## src/rtl/axi4_master_pkg.sv

```systemverilog
// Types and constants shared by the AXI4 command master blocks.
package axi4_master_pkg;

  typedef enum logic [2:0] {
    ST_IDLE,
    ST_AW,
    ST_W,
    ST_B,
    ST_AR,
    ST_R
  } state_e;

  localparam logic [1:0] BURST_INCR  = 2'b01;
  localparam logic [1:0] RESP_OKAY   = 2'b00;
  localparam logic [1:0] RESP_EXOKAY = 2'b01;
  localparam logic [1:0] RESP_SLVERR = 2'b10;
  localparam logic [1:0] RESP_DECERR = 2'b11;

  function automatic logic [2:0] axsize_f(input int dw);
    axsize_f = 3'($clog2(dw / 8));
  endfunction

endpackage

```

## src/rtl/axi4_cmd_master_if.sv

```systemverilog
// Pin-level AXI4 bus between the command master and a slave.
interface axi4_cmd_master_if #(
  parameter int ADDR_WIDTH = 32,
  parameter int DATA_WIDTH = 32,
  parameter int ID_WIDTH   = 4,
  parameter int USER_WIDTH = 4
);
  logic                    AWVALID, AWREADY;
  logic [ADDR_WIDTH-1:0]   AWADDR;
  logic [7:0]              AWLEN;
  logic [2:0]              AWSIZE, AWPROT;
  logic [1:0]              AWBURST;
  logic [ID_WIDTH-1:0]     AWID;
  logic [3:0]              AWREGION, AWCACHE, AWQOS;
  logic                    AWLOCK;
  logic [USER_WIDTH-1:0]   AWUSER;

  logic                    ARVALID, ARREADY;
  logic [ADDR_WIDTH-1:0]   ARADDR;
  logic [7:0]              ARLEN;
  logic [2:0]              ARSIZE, ARPROT;
  logic [1:0]              ARBURST;
  logic [ID_WIDTH-1:0]     ARID;
  logic [3:0]              ARREGION, ARCACHE, ARQOS;
  logic                    ARLOCK;
  logic [USER_WIDTH-1:0]   ARUSER;

  logic                    WVALID, WREADY, WLAST;
  logic [DATA_WIDTH-1:0]   WDATA;
  logic [DATA_WIDTH/8-1:0] WSTRB;
  logic [USER_WIDTH-1:0]   WUSER;

  logic                    BVALID, BREADY;
  logic [1:0]              BRESP;
  logic [ID_WIDTH-1:0]     BID;
  logic [USER_WIDTH-1:0]   BUSER;

  logic                    RVALID, RREADY, RLAST;
  logic [DATA_WIDTH-1:0]   RDATA;
  logic [1:0]              RRESP;
  logic [ID_WIDTH-1:0]     RID;
  logic [USER_WIDTH-1:0]   RUSER;

  modport master (
    output AWVALID, AWADDR, AWLEN, AWSIZE, AWBURST, AWID,
    output AWPROT, AWREGION, AWLOCK, AWCACHE, AWQOS, AWUSER,
    input  AWREADY,
    output ARVALID, ARADDR, ARLEN, ARSIZE, ARBURST, ARID,
    output ARPROT, ARREGION, ARLOCK, ARCACHE, ARQOS, ARUSER,
    input  ARREADY,
    output WVALID, WDATA, WSTRB, WLAST, WUSER,
    input  WREADY,
    input  BVALID, BRESP, BID, BUSER,
    output BREADY,
    input  RVALID, RDATA, RRESP, RLAST, RID, RUSER,
    output RREADY
  );

  modport slave (
    input  AWVALID, AWADDR, AWLEN, AWSIZE, AWBURST, AWID,
    input  AWPROT, AWREGION, AWLOCK, AWCACHE, AWQOS, AWUSER,
    output AWREADY,
    input  ARVALID, ARADDR, ARLEN, ARSIZE, ARBURST, ARID,
    input  ARPROT, ARREGION, ARLOCK, ARCACHE, ARQOS, ARUSER,
    output ARREADY,
    input  WVALID, WDATA, WSTRB, WLAST, WUSER,
    output WREADY,
    output BVALID, BRESP, BID, BUSER,
    input  BREADY,
    output RVALID, RDATA, RRESP, RLAST, RID, RUSER,
    input  RREADY
  );

endinterface

```

## src/rtl/axi4_master_beat_cnt.sv

```systemverilog
// Burst beat counter shared by the W and R phases.
module axi4_master_beat_cnt (
  input  logic       clk,
  input  logic       rst,
  input  logic       clr,
  input  logic       inc,
  input  logic [7:0] len,
  output logic       is_last
);

  logic [7:0] cnt_q, cnt_d;

  // Holds at len so a 256-beat burst never wraps.
  always_comb begin
    cnt_d = cnt_q;
    if (clr)
      cnt_d = '0;
    else if (inc && (cnt_q != len))
      cnt_d = cnt_q + 8'd1;
  end

  always_ff @(posedge clk) begin
    if (rst) cnt_q <= '0;
    else     cnt_q <= cnt_d;
  end

  assign is_last = (cnt_q == len);

endmodule

```

## src/rtl/axi4_cmd_master.sv

```systemverilog
// AXI4 master: one outstanding INCR burst from a command/data stream.
module axi4_cmd_master
  import axi4_master_pkg::*;
#(
  parameter int ADDR_WIDTH = 32,
  parameter int DATA_WIDTH = 32,
  parameter int ID_WIDTH   = 4,
  parameter int USER_WIDTH = 4
) (
  input  logic                    ACLK,
  input  logic                    ARESET,
  input  logic                    cmd_valid,
  output logic                    cmd_ready,
  input  logic                    cmd_rnw,
  input  logic [ADDR_WIDTH-1:0]   cmd_addr,
  input  logic [7:0]              cmd_len,
  input  logic [ID_WIDTH-1:0]     cmd_id,
  input  logic                    wr_valid,
  output logic                    wr_ready,
  input  logic [DATA_WIDTH-1:0]   wr_data,
  input  logic [DATA_WIDTH/8-1:0] wr_strb,
  output logic                    rd_valid,
  input  logic                    rd_ready,
  output logic [DATA_WIDTH-1:0]   rd_data,
  output logic                    rd_last,
  output logic                    rsp_valid,
  output logic                    rsp_rnw,
  output logic [1:0]              rsp_resp,
  output logic [ID_WIDTH-1:0]     rsp_id,
  output logic                    protocol_err,
  axi4_cmd_master_if.master       axi
);

  localparam logic [2:0] SIZE = axsize_f(DATA_WIDTH);

  state_e                state_q, state_d;
  logic                  rnw_q, rnw_d;
  logic [ADDR_WIDTH-1:0] addr_q, addr_d;
  logic [7:0]            len_q, len_d;
  logic [ID_WIDTH-1:0]   id_q, id_d;
  logic [1:0]            resp_q, resp_d;
  logic                  err_q, err_d;
  logic                  rsp_valid_q, rsp_valid_d;
  logic                  cnt_clr, cnt_inc, is_last;
  logic                  unused_user;

  axi4_master_beat_cnt u_beat_cnt (
    .clk     (ACLK),
    .rst     (ARESET),
    .clr     (cnt_clr),
    .inc     (cnt_inc),
    .len     (len_q),
    .is_last (is_last)
  );

  always_comb begin
    state_d     = state_q;
    rnw_d       = rnw_q;
    addr_d      = addr_q;
    len_d       = len_q;
    id_d        = id_q;
    resp_d      = resp_q;
    err_d       = err_q;
    rsp_valid_d = 1'b0;
    cnt_clr     = 1'b0;
    cnt_inc     = 1'b0;
    cmd_ready   = 1'b0;
    wr_ready    = 1'b0;
    rd_valid    = 1'b0;
    axi.AWVALID = 1'b0;
    axi.ARVALID = 1'b0;
    axi.WVALID  = 1'b0;
    axi.BREADY  = 1'b0;
    axi.RREADY  = 1'b0;
    unique case (state_q)
      ST_IDLE: begin
        cmd_ready = ~ARESET;
        if (cmd_valid && !ARESET) begin
          rnw_d   = cmd_rnw;
          addr_d  = cmd_addr;
          len_d   = cmd_len;
          id_d    = cmd_id;
          resp_d  = RESP_OKAY;
          err_d   = 1'b0;
          cnt_clr = 1'b1;
          state_d = cmd_rnw ? ST_AR : ST_AW;
        end
      end
      ST_AW: begin
        axi.AWVALID = 1'b1;
        if (axi.AWREADY) state_d = ST_W;
      end
      ST_W: begin
        axi.WVALID = wr_valid;
        wr_ready   = axi.WREADY;
        if (wr_valid && axi.WREADY) begin
          if (is_last) state_d = ST_B;
          else         cnt_inc = 1'b1;
        end
      end
      ST_B: begin
        axi.BREADY = 1'b1;
        if (axi.BVALID) begin
          resp_d      = axi.BRESP;
          err_d       = err_q | (axi.BID != id_q);
          rsp_valid_d = 1'b1;
          state_d     = ST_IDLE;
        end
      end
      ST_AR: begin
        axi.ARVALID = 1'b1;
        if (axi.ARREADY) state_d = ST_R;
      end
      ST_R: begin
        rd_valid   = axi.RVALID;
        axi.RREADY = rd_ready;
        if (axi.RVALID && rd_ready) begin
          if (axi.RID != id_q) err_d = 1'b1;
          if (resp_q == RESP_OKAY) resp_d = axi.RRESP;
          // Early or missing RLAST ends the burst at whichever comes first.
          if (axi.RLAST != is_last) err_d = 1'b1;
          if (axi.RLAST || is_last) begin
            rsp_valid_d = 1'b1;
            state_d     = ST_IDLE;
          end else begin
            cnt_inc = 1'b1;
          end
        end
      end
      default: state_d = ST_IDLE;
    endcase
  end

  always_ff @(posedge ACLK) begin
    if (ARESET) begin
      state_q     <= ST_IDLE;
      rnw_q       <= 1'b0;
      addr_q      <= '0;
      len_q       <= '0;
      id_q        <= '0;
      resp_q      <= RESP_OKAY;
      err_q       <= 1'b0;
      rsp_valid_q <= 1'b0;
    end else begin
      state_q     <= state_d;
      rnw_q       <= rnw_d;
      addr_q      <= addr_d;
      len_q       <= len_d;
      id_q        <= id_d;
      resp_q      <= resp_d;
      err_q       <= err_d;
      rsp_valid_q <= rsp_valid_d;
    end
  end

  assign axi.AWADDR   = addr_q;
  assign axi.AWLEN    = len_q;
  assign axi.AWSIZE   = SIZE;
  assign axi.AWBURST  = BURST_INCR;
  assign axi.AWID     = id_q;
  assign axi.AWPROT   = '0;
  assign axi.AWREGION = '0;
  assign axi.AWLOCK   = 1'b0;
  assign axi.AWCACHE  = '0;
  assign axi.AWQOS    = '0;
  assign axi.AWUSER   = '0;

  assign axi.ARADDR   = addr_q;
  assign axi.ARLEN    = len_q;
  assign axi.ARSIZE   = SIZE;
  assign axi.ARBURST  = BURST_INCR;
  assign axi.ARID     = id_q;
  assign axi.ARPROT   = '0;
  assign axi.ARREGION = '0;
  assign axi.ARLOCK   = 1'b0;
  assign axi.ARCACHE  = '0;
  assign axi.ARQOS    = '0;
  assign axi.ARUSER   = '0;

  assign axi.WDATA = wr_data;
  assign axi.WSTRB = wr_strb;
  assign axi.WLAST = (state_q == ST_W) & is_last;
  assign axi.WUSER = '0;

  assign rd_data      = axi.RDATA;
  assign rd_last      = axi.RLAST;
  assign rsp_valid    = rsp_valid_q;
  assign rsp_rnw      = rnw_q;
  assign rsp_resp     = resp_q;
  assign rsp_id       = id_q;
  assign protocol_err = rsp_valid_q & err_q;
  assign unused_user  = ^{axi.BUSER, axi.RUSER};

endmodule

```

## src/flat_wrapper.sv

```systemverilog
// flat-port wrapper written by rule: the top's interface ports become plain ports
module axi4_cmd_master_flat import axi4_master_pkg::*;
#(
  parameter int ADDR_WIDTH = 32,
  parameter int DATA_WIDTH = 32,
  parameter int ID_WIDTH   = 4,
  parameter int USER_WIDTH = 4
)
  (ACLK, ARESET, cmd_valid, cmd_ready, cmd_rnw, cmd_addr, cmd_len, cmd_id, wr_valid, wr_ready, wr_data, wr_strb, rd_valid, rd_ready, rd_data, rd_last, rsp_valid, rsp_rnw, rsp_resp, rsp_id, protocol_err, axi_AWVALID, axi_AWADDR, axi_AWLEN, axi_AWSIZE, axi_AWBURST, axi_AWID, axi_AWPROT, axi_AWREGION, axi_AWLOCK, axi_AWCACHE, axi_AWQOS, axi_AWUSER, axi_AWREADY, axi_ARVALID, axi_ARADDR, axi_ARLEN, axi_ARSIZE, axi_ARBURST, axi_ARID, axi_ARPROT, axi_ARREGION, axi_ARLOCK, axi_ARCACHE, axi_ARQOS, axi_ARUSER, axi_ARREADY, axi_WVALID, axi_WDATA, axi_WSTRB, axi_WLAST, axi_WUSER, axi_WREADY, axi_BVALID, axi_BRESP, axi_BID, axi_BUSER, axi_BREADY, axi_RVALID, axi_RDATA, axi_RRESP, axi_RLAST, axi_RID, axi_RUSER, axi_RREADY);
  axi4_cmd_master_if #(.ADDR_WIDTH(ADDR_WIDTH), .DATA_WIDTH(DATA_WIDTH), .ID_WIDTH(ID_WIDTH), .USER_WIDTH(USER_WIDTH)) axi_i ();
  input  logic ACLK;
  input  logic ARESET;
  input  logic cmd_valid;
  output logic cmd_ready;
  input  logic cmd_rnw;
  input  logic [ADDR_WIDTH-1:0] cmd_addr;
  input  logic [7:0] cmd_len;
  input  logic [ID_WIDTH-1:0] cmd_id;
  input  logic wr_valid;
  output logic wr_ready;
  input  logic [DATA_WIDTH-1:0] wr_data;
  input  logic [DATA_WIDTH/8-1:0] wr_strb;
  output logic rd_valid;
  input  logic rd_ready;
  output logic [DATA_WIDTH-1:0] rd_data;
  output logic rd_last;
  output logic rsp_valid;
  output logic rsp_rnw;
  output logic [1:0] rsp_resp;
  output logic [ID_WIDTH-1:0] rsp_id;
  output logic protocol_err;
  output wire logic [$bits(axi_i.AWVALID)-1:0] axi_AWVALID;
  output wire logic [$bits(axi_i.AWADDR)-1:0] axi_AWADDR;
  output wire logic [$bits(axi_i.AWLEN)-1:0] axi_AWLEN;
  output wire logic [$bits(axi_i.AWSIZE)-1:0] axi_AWSIZE;
  output wire logic [$bits(axi_i.AWBURST)-1:0] axi_AWBURST;
  output wire logic [$bits(axi_i.AWID)-1:0] axi_AWID;
  output wire logic [$bits(axi_i.AWPROT)-1:0] axi_AWPROT;
  output wire logic [$bits(axi_i.AWREGION)-1:0] axi_AWREGION;
  output wire logic [$bits(axi_i.AWLOCK)-1:0] axi_AWLOCK;
  output wire logic [$bits(axi_i.AWCACHE)-1:0] axi_AWCACHE;
  output wire logic [$bits(axi_i.AWQOS)-1:0] axi_AWQOS;
  output wire logic [$bits(axi_i.AWUSER)-1:0] axi_AWUSER;
  input wire logic [$bits(axi_i.AWREADY)-1:0] axi_AWREADY;
  output wire logic [$bits(axi_i.ARVALID)-1:0] axi_ARVALID;
  output wire logic [$bits(axi_i.ARADDR)-1:0] axi_ARADDR;
  output wire logic [$bits(axi_i.ARLEN)-1:0] axi_ARLEN;
  output wire logic [$bits(axi_i.ARSIZE)-1:0] axi_ARSIZE;
  output wire logic [$bits(axi_i.ARBURST)-1:0] axi_ARBURST;
  output wire logic [$bits(axi_i.ARID)-1:0] axi_ARID;
  output wire logic [$bits(axi_i.ARPROT)-1:0] axi_ARPROT;
  output wire logic [$bits(axi_i.ARREGION)-1:0] axi_ARREGION;
  output wire logic [$bits(axi_i.ARLOCK)-1:0] axi_ARLOCK;
  output wire logic [$bits(axi_i.ARCACHE)-1:0] axi_ARCACHE;
  output wire logic [$bits(axi_i.ARQOS)-1:0] axi_ARQOS;
  output wire logic [$bits(axi_i.ARUSER)-1:0] axi_ARUSER;
  input wire logic [$bits(axi_i.ARREADY)-1:0] axi_ARREADY;
  output wire logic [$bits(axi_i.WVALID)-1:0] axi_WVALID;
  output wire logic [$bits(axi_i.WDATA)-1:0] axi_WDATA;
  output wire logic [$bits(axi_i.WSTRB)-1:0] axi_WSTRB;
  output wire logic [$bits(axi_i.WLAST)-1:0] axi_WLAST;
  output wire logic [$bits(axi_i.WUSER)-1:0] axi_WUSER;
  input wire logic [$bits(axi_i.WREADY)-1:0] axi_WREADY;
  input wire logic [$bits(axi_i.BVALID)-1:0] axi_BVALID;
  input wire logic [$bits(axi_i.BRESP)-1:0] axi_BRESP;
  input wire logic [$bits(axi_i.BID)-1:0] axi_BID;
  input wire logic [$bits(axi_i.BUSER)-1:0] axi_BUSER;
  output wire logic [$bits(axi_i.BREADY)-1:0] axi_BREADY;
  input wire logic [$bits(axi_i.RVALID)-1:0] axi_RVALID;
  input wire logic [$bits(axi_i.RDATA)-1:0] axi_RDATA;
  input wire logic [$bits(axi_i.RRESP)-1:0] axi_RRESP;
  input wire logic [$bits(axi_i.RLAST)-1:0] axi_RLAST;
  input wire logic [$bits(axi_i.RID)-1:0] axi_RID;
  input wire logic [$bits(axi_i.RUSER)-1:0] axi_RUSER;
  output wire logic [$bits(axi_i.RREADY)-1:0] axi_RREADY;
  assign axi_AWVALID = axi_i.AWVALID;
  assign axi_AWADDR = axi_i.AWADDR;
  assign axi_AWLEN = axi_i.AWLEN;
  assign axi_AWSIZE = axi_i.AWSIZE;
  assign axi_AWBURST = axi_i.AWBURST;
  assign axi_AWID = axi_i.AWID;
  assign axi_AWPROT = axi_i.AWPROT;
  assign axi_AWREGION = axi_i.AWREGION;
  assign axi_AWLOCK = axi_i.AWLOCK;
  assign axi_AWCACHE = axi_i.AWCACHE;
  assign axi_AWQOS = axi_i.AWQOS;
  assign axi_AWUSER = axi_i.AWUSER;
  assign axi_i.AWREADY = axi_AWREADY;
  assign axi_ARVALID = axi_i.ARVALID;
  assign axi_ARADDR = axi_i.ARADDR;
  assign axi_ARLEN = axi_i.ARLEN;
  assign axi_ARSIZE = axi_i.ARSIZE;
  assign axi_ARBURST = axi_i.ARBURST;
  assign axi_ARID = axi_i.ARID;
  assign axi_ARPROT = axi_i.ARPROT;
  assign axi_ARREGION = axi_i.ARREGION;
  assign axi_ARLOCK = axi_i.ARLOCK;
  assign axi_ARCACHE = axi_i.ARCACHE;
  assign axi_ARQOS = axi_i.ARQOS;
  assign axi_ARUSER = axi_i.ARUSER;
  assign axi_i.ARREADY = axi_ARREADY;
  assign axi_WVALID = axi_i.WVALID;
  assign axi_WDATA = axi_i.WDATA;
  assign axi_WSTRB = axi_i.WSTRB;
  assign axi_WLAST = axi_i.WLAST;
  assign axi_WUSER = axi_i.WUSER;
  assign axi_i.WREADY = axi_WREADY;
  assign axi_i.BVALID = axi_BVALID;
  assign axi_i.BRESP = axi_BRESP;
  assign axi_i.BID = axi_BID;
  assign axi_i.BUSER = axi_BUSER;
  assign axi_BREADY = axi_i.BREADY;
  assign axi_i.RVALID = axi_RVALID;
  assign axi_i.RDATA = axi_RDATA;
  assign axi_i.RRESP = axi_RRESP;
  assign axi_i.RLAST = axi_RLAST;
  assign axi_i.RID = axi_RID;
  assign axi_i.RUSER = axi_RUSER;
  assign axi_RREADY = axi_i.RREADY;
  axi4_cmd_master #(.ADDR_WIDTH(ADDR_WIDTH), .DATA_WIDTH(DATA_WIDTH), .ID_WIDTH(ID_WIDTH), .USER_WIDTH(USER_WIDTH)) u_core (.ACLK(ACLK), .ARESET(ARESET), .cmd_valid(cmd_valid), .cmd_ready(cmd_ready), .cmd_rnw(cmd_rnw), .cmd_addr(cmd_addr), .cmd_len(cmd_len), .cmd_id(cmd_id), .wr_valid(wr_valid), .wr_ready(wr_ready), .wr_data(wr_data), .wr_strb(wr_strb), .rd_valid(rd_valid), .rd_ready(rd_ready), .rd_data(rd_data), .rd_last(rd_last), .rsp_valid(rsp_valid), .rsp_rnw(rsp_rnw), .rsp_resp(rsp_resp), .rsp_id(rsp_id), .protocol_err(protocol_err), .axi(axi_i));
endmodule
```

## config.mk

```make
export PLATFORM = sky130hd
export DESIGN_NAME = axi4_cmd_master_flat
export DESIGN_NICKNAME = d
export VERILOG_FILES = /design/src/rtl/axi4_master_pkg.sv /design/src/rtl/axi4_cmd_master_if.sv /design/src/rtl/axi4_master_beat_cnt.sv /design/src/rtl/axi4_cmd_master.sv /design/src/flat_wrapper.sv
export SDC_FILE = /design/constraint.sdc
export NUM_CORES = 1
export LEC_CHECK = 0
export ABC_AREA = 1
export ABC_CLOCK_PERIOD_IN_PS = 1700
export BUFFER_PORTS_ARGS = -buffer_cell sky130_fd_sc_hd__buf_2
export CAP_MARGIN = 20
export CORE_AREA = 2 2 144 146
export CTS_CLUSTER_SIZE = 28
export DETAILED_ROUTE_END_ITERATION = 8
export DIE_AREA = 0 0 146 148
export PLACE_DENSITY_LB_ADDON = 0.3
export SLEW_MARGIN = 10
export SYNTH_ARGS = -nofsm -noshare
export SYNTH_HDL_FRONTEND = slang
export SYNTH_SLANG_ARGS = --single-unit
```

## constraint.sdc

```tcl
create_clock -name ACLK -period 1.7 [get_ports ACLK]
set_input_delay 0.255 -clock ACLK [delete_from_list [all_inputs] [get_ports ACLK]]
set_output_delay 0.255 -clock ACLK [all_outputs]
set_load 0.03 [all_outputs]
```

==> results of run 1 <==
through the flow:
step,TNS [ps],utilization,hold WS [ps]
floorplan,0,-,324
global placement,-966,0.213,453
detailed placement,-1150,0.213,470
CTS,-154,0.236,130
global route,-1180,0.243,139
finish,-60.2,0.243,148
worst max path at each step:
stage,from,depth (start not counted),endpoint
detailed placement,u_core.u_beat_cnt.cnt_q[3],9,u_core.err_q
floorplan,u_core.axi.ARLEN[1],13,u_core.state_q[0]
global placement,u_core.axi.ARLEN[1],12,u_core.err_q
CTS,u_core.axi.ARLEN[3],7,axi_WLAST
global route,u_core.u_beat_cnt.cnt_q[1],15,u_core.state_q[0]
finish,u_core.axi.ARLEN[1],10,axi_WLAST
worst max-delay path, stage by stage (launching register included):
cell	delay (ps)
dfxtp_2	330
inv_2	50
nand2_1	40
nand2_1	50
nand2_1	60
nor2_1	100
buf_4	140
nand2_4	60
buf_6	120
nor2_4	70
buf_6	130
power by group through the flow:
stage,Sequential [uW],Combinational [uW],Clock (uW)
2_1_floorplan,2560,2530,0
3_3_place_gp,2030,3530,0
3_5_place_dp,2030,3510,0
4_1_cts,2010,3800,1880
5_1_grt,2060,4220,1960
6_report,2010,3940,1810
cell type report:
class / instances / share of cell area
multi-input cells: 257 / 0.321
flip-flops and latches: 60 / 0.251
repair buffers: 221 / 0.264
clock inverters: 3 / 0.00436
well taps: 270 / 0.0693
diodes: 1 / 0.000513
clock buffers: 13 / 0.0554
inverters: 43 / 0.0336
cells by family after synthesis:
family	count (synthesis)	synth area share
adders and majority gates	2	0.00636
other	2	0.00191
AOI/OAI and AO/OA	72	0.144
xor gates and xnor gates	8	0.0178
buffers and inverters	230	0.389
and+or+nand+nor	121	0.135
DFF	60	0.305
registers in the layout (all words and copies together), names as in the netlist:
register / count
u_core.axi.ARID: 4
u_core.rsp_resp: 2
u_core.rsp_valid: 1
u_core.u_beat_cnt.cnt_q: 8
u_core.axi.ARLEN: 8
u_core.state_q: 3
u_core.err_q: 1
u_core.axi.ARADDR: 32
u_core.rsp_rnw: 1
synthesized netlist by cell type (2+ instances only):
cell type,n
buf_4,172
dfxtp_1,60
nand2_1,53
inv_1,40
a32o_1,37
nor2_1,34
nand3_1,18
o21ai_0,17
a21oi_1,11
buf_2,8
clkbuf_1,6
nor3_1,5
xnor2_1,4
xor2_1,4
a22o_1,2
conb_1,2
ha_1,2
inv_2,2
nand2_2,2
nand3_2,2
nor2_2,2
o21ai_2,2
routing by layer:
metal / vias up / routed length, um / GRT usage
li1: 1591 / - / -
met1: 1463 / 4520 / 0.111
met2: 168 / 5690 / 0.175
met3: 59 / 1010 / 0.0340
met4: 2 / 722 / 0.0796
met5: - / 13 / 0
repair_timing:
item,CTS,global route
buffers inserted,8,6
pin swaps,16,14
endpoints found under the setup margin,14,23
gates resized for setup,39,36
==> results.yml, run 1 <==
cts:
  clkTransAtPathRegs_ps: 60
  postCtsHoldBufs: 0
  cts_buffer_depth: 2
  cts.root.buffer_cell: "clkbuf_16"
  h-tree-depth: 3
  numCtsBuffers: 9
  cts.sinks: 60
  insertion_delay_of_the_later_clocked_pin_in_the_worst_skew_pair_ps: 340
  cts_tree: "done"
worst_hold_path:
  worstHoldStart: "cmd_addr[1]"
  hold-path-cell-count: 2
  worstHoldPathType: "input port to flop"
  hold_path_end: "u_core.axi.ARADDR[1]"
setup_path:
  worst_setup_path_start_kind: "flop"
  worst_r2r_startpoint: "u_core.axi.ARLEN[1]"
  critical_path_at_ps: 1470
  worstPathRequired_ps: 1440
  criticalPathCategory: "flop to output port"
  rrSetupSlack_ps: -20
  r2r.worst_path.cells: 15
  r2r-end: "u_core.state_q[0]"
  crit_path_end_kind: "output port"
  timing.critical_path.fanout_max: 3
yosys:
  yosysWarningCount: 0
  yosysSeqAreaShare: 0.305
  async_flop_share: 0
  synth_ff_type: "dfxtp_1"
  synth_edf_count: 0
  synth_area_um2: 3930
  post_synth_main_area_contributors: "buf_4 (33%), dfxtp_1 (31%), a32o_1 (9.4%)"
  synth_top_cell_by_area: "buf_4"
  postSynthRegisterBits: 60
  postSynthCellCount: 495
  synthDominantCellAreaShare: 0.328
  synth_cell_types: 32
  syn-mean-instance-area_um2: 7.95
place:
  detailed_place_hpwl_um: 8930
  globalplace.congestion: 0.779
  port_buffers: 174
  numPlacedInstances: 837
  place_area_um2: 4270
  dp_slack_ps: -270
global_routing:
  first_pass_grt_wire_length_um: 16900
  pin_count_of_the_biggest_net_entering_global_routing: 46
  antenna_violations_before_repair: 2
  grtUsageTotal: 0.105
  grt_overflow: 0
  grt_pass1_vias: 2945
cells_and_area:
  synthToLayoutAreaGrowth_pct: 24.0
  mostFrequentLayoutCell: "buf_2"
  postLayoutCellArea_um2: 4880
  layout_common_cells: "buf_2 (169), conb_1 (54), nand2_1 (48), dfxtp_1 (46), buf_4 (42)"
  multiInputGateArea_um2: 1570
  seqCellArea_um2: 1230
  drive_gt1_frac: 0.514
  final-instance-count-excl-fill: 868
  design.final.nets: 738
  n_fill_cell: 2251
drt:
  drtAntennaViolNets: 0
  dr_total_vias: 3283
  drt_iter0_drc: 94
  final_wirelength_um: 12000
  detailedRoute.firstPassIterationCount: 4
  detail_route.drc_violations: 0
  drt-vias-per-instance: 3.78
  routed_wire_length_per_instance_um: 13.8
pwr:
  cell_internal_pwr_uw: 4170
  power_switching_uw: 3590
  static-leakage-power_uw: 0.00250
  p_per_area_nw_per_um2: 1590
  worst_ir_drop_vdd_uv: 507
  swShare: 0.463
  share_comb_of_total_power: 0.508
  power.total_uw: 7760
  flop_pwr_share: 0.259
  power.share.clock: 0.233
outcome:
  outcome: "finished, violations left"
  violations: "setup timing"
timing:
  setup_ws_ps: -29.8
  fmax_ghz: 0.578
  skew_ps: 10.9
  finalSetupViolations: 3
  final.min_clock_period_ps: 1730
  rsz0062_at_grt: "yes"
  final.period_utilization: 1.02
  slew_violations: 0
  report.final.hold_viol_count: 0
floorplanning:
  floorplan.io_pins: 373
  std_cell_rows: 52
  effective_utilization_at_floorplan: 0.196
  die_h_um: 148
  placeableCoreArea_um2: 20000
  width_of_the_die_um: 146
  die_area_um2: 21600
run:
  maxCapViolations: 0
(Power assumes the default switching activity.)
==> run 2: changes to the inputs <==
--- a/config.mk
+++ b/config.mk
@@ -10,6 +10,7 @@
 export BUFFER_PORTS_ARGS = -buffer_cell sky130_fd_sc_hd__buf_2
 export CAP_MARGIN = 20
 export CORE_AREA = 2 2 144 146
+export CTS_BUF_LIST = sky130_fd_sc_hd__clkbuf_4 sky130_fd_sc_hd__clkbuf_8 sky130_fd_sc_hd__clkbuf_16
 export CTS_CLUSTER_SIZE = 28
 export DETAILED_ROUTE_END_ITERATION = 8
 export DIE_AREA = 0 0 146 148
==> run 2 against run 1 <==
Net effect: the run still ends with setup timing left; hold slack about the same; sequential share of layout area barely moved; clock power about the same; critical path type unchanged; critical endpoint unchanged.
==> results.yml, run 2 (synthesis results as in run 1) <==
setup_path:
  rrSetupSlack_ps: -20
  worst_setup_path_start_kind: "flop"
  worstPathRequired_ps: 1440
  critical_path_at_ps: 1470
  timing.critical_path.fanout_max: 3
  crit_path_end_kind: "output port"
  criticalPathCategory: "flop to output port"
cts:
  cts_tree: "done"
  h-tree-depth: 3
  cts_buffer_depth: 2
  clkTransAtPathRegs_ps: 60
  cts.root.buffer_cell: "clkbuf_16"
  postCtsHoldBufs: 0
  numCtsBuffers: 9
  insertion_delay_of_the_later_clocked_pin_in_the_worst_skew_pair_ps: 340
  cts.sinks: 60
cells_and_area:
  largest_reg_flops: 32
  layout_common_cells: "buf_2 (169), conb_1 (54), nand2_1 (48), dfxtp_1 (46), buf_4 (42)"
  design.final.nets: 738
  drive_gt1_frac: 0.516
  n_fill_cell: 2249
  mostFrequentLayoutCell: "buf_2"
  fin_util: 0.244
  synthToLayoutAreaGrowth_pct: 24.1
floorplanning:
  effective_utilization_at_floorplan: 0.196
  die_area_um2: 21600
  placeableCoreArea_um2: 20000
  std_cell_rows: 52
  width_of_the_die_um: 146
  floorplan.io_pins: 373
  die_h_um: 148
pwr:
  power.share.clock: 0.235
  static-leakage-power_uw: 0.00250
  flop_pwr_share: 0.259
  p_per_area_nw_per_um2: 1590
  power.total_uw: 7780
  swShare: 0.462
  cell_internal_pwr_uw: 4190
  share_comb_of_total_power: 0.507
  worst_ir_drop_vdd_uv: 507
  power_switching_uw: 3590
place:
  port_buffers: 174
  globalplace.congestion: 0.779
  detailed_place_hpwl_um: 8930
run:
  maxCapViolations: 0
drt:
  drt_iter0_drc: 94
  detailedRoute.firstPassIterationCount: 4
  detail_route.drc_violations: 0
  drtAntennaViolNets: 0
  routed_wire_length_per_instance_um: 13.8
  drt-vias-per-instance: 3.78
  dr_total_vias: 3283
  final_wirelength_um: 12000
timing:
  fmax_ghz: 0.578
  rsz0062_at_grt: "yes"
  slew_violations: 0
  finalSetupViolations: 3
  finalSetupTns_ps: -60.2
  setup_ws_ps: -29.8
  report.final.hold_viol_count: 0
  final.period_utilization: 1.02
  final.min_clock_period_ps: 1730
  skew_ps: 10.9
global_routing:
  grt_pass1_vias: 2945
  grt_overflow: 0
  grtUsageTotal: 0.105
  pin_count_of_the_biggest_net_entering_global_routing: 46
  antenna_violations_before_repair: 2
  first_pass_grt_wire_length_um: 16900
outcome:
  outcome: "finished, violations left"
  violations: "setup timing"
worst_hold_path:
  worstHoldPathType: "input port to flop"
run 2: cell counts in the layout (fill, tap and decap cells not counted):
Identical to the previous run, type by type.
run 2: critical path, cell delays in order (launching register included):
cell and delay, ps:
dfxtp_2 330, inv_2 50, nand2_1 40, nand2_1 50, nand2_1 60, nor2_1 100
buf_4 140, nand2_4 60, buf_6 120, nor2_4 70, buf_6 130
run 2: layer usage:
| layer | GRT usage | wire length (um) | up-vias | share of wire |
|---|---|---|---|---|
| li1 | - | - | 1591 | - |
| met2 | 0.175 | 5690 | 168 | 0.48 |
| met1 | 0.111 | 4520 | 1463 | 0.38 |
| met3 | 0.0340 | 1010 | 59 | 0.084 |
| met4 | 0.0796 | 722 | 2 | 0.060 |
| met5 | 0 | 13 | - | 0.0011 |
run 2: repair_timing:
| item | in CTS | in global routing |
|---|---|---|
| hold endpoints to repair | 0 | 0 |
| gates resized for setup | 39 | 36 |
| pin swaps | 16 | 14 |
| endpoints found under the setup margin | 14 | 23 |
| buffers inserted | 8 | 6 |
run 2: layout make-up:
class	count	area, um2	area share
Clock buffer	13	274	0.0561
Timing Repair Buffer	221	1290	0.264
Multi-Input combinational cell	257	1570	0.321
Sequential cell	60	1230	0.251
Inverter	43	164	0.0336
Antenna cell	1	2.50	0.000513
Clock inverter	3	21.3	0.00436
Tap cell	270	338	0.0692
run 2: path summary, 6_finish.rpt:
check                                            from                    end  cells past startpoint
worst min register to register  u_core.axi.ARADDR[10]  u_core.axi.ARADDR[10]                      1
worst max-delay path              u_core.axi.ARLEN[1]              axi_WLAST                     10
worst max register to register    u_core.axi.ARLEN[1]      u_core.state_q[0]                     15
worst min-delay path                      cmd_addr[1]   u_core.axi.ARADDR[1]                      2
run 2: stage by stage:
step                setup slack, ps  hold slack, ps  instances  area, um2
global route                   -159             139        867       4880
CTS                           -75.5             130        861       4730
floorplan                      7.56             324        547       4150
finish                        -29.8             148        868       4880
detailed placement             -270             470        837       4270
global placement               -235             453        837       4270
run 2: power by group through the flow:
stage	Combinational [uW]	Sequential (uW)	Clock, uW
4_1_cts	3800	2010	1900
3_5_place_dp	3510	2030	0
6_report	3940	2010	1820
2_1_floorplan	2530	2560	0
5_1_grt	4220	2060	1980
3_3_place_gp	3530	2030	0
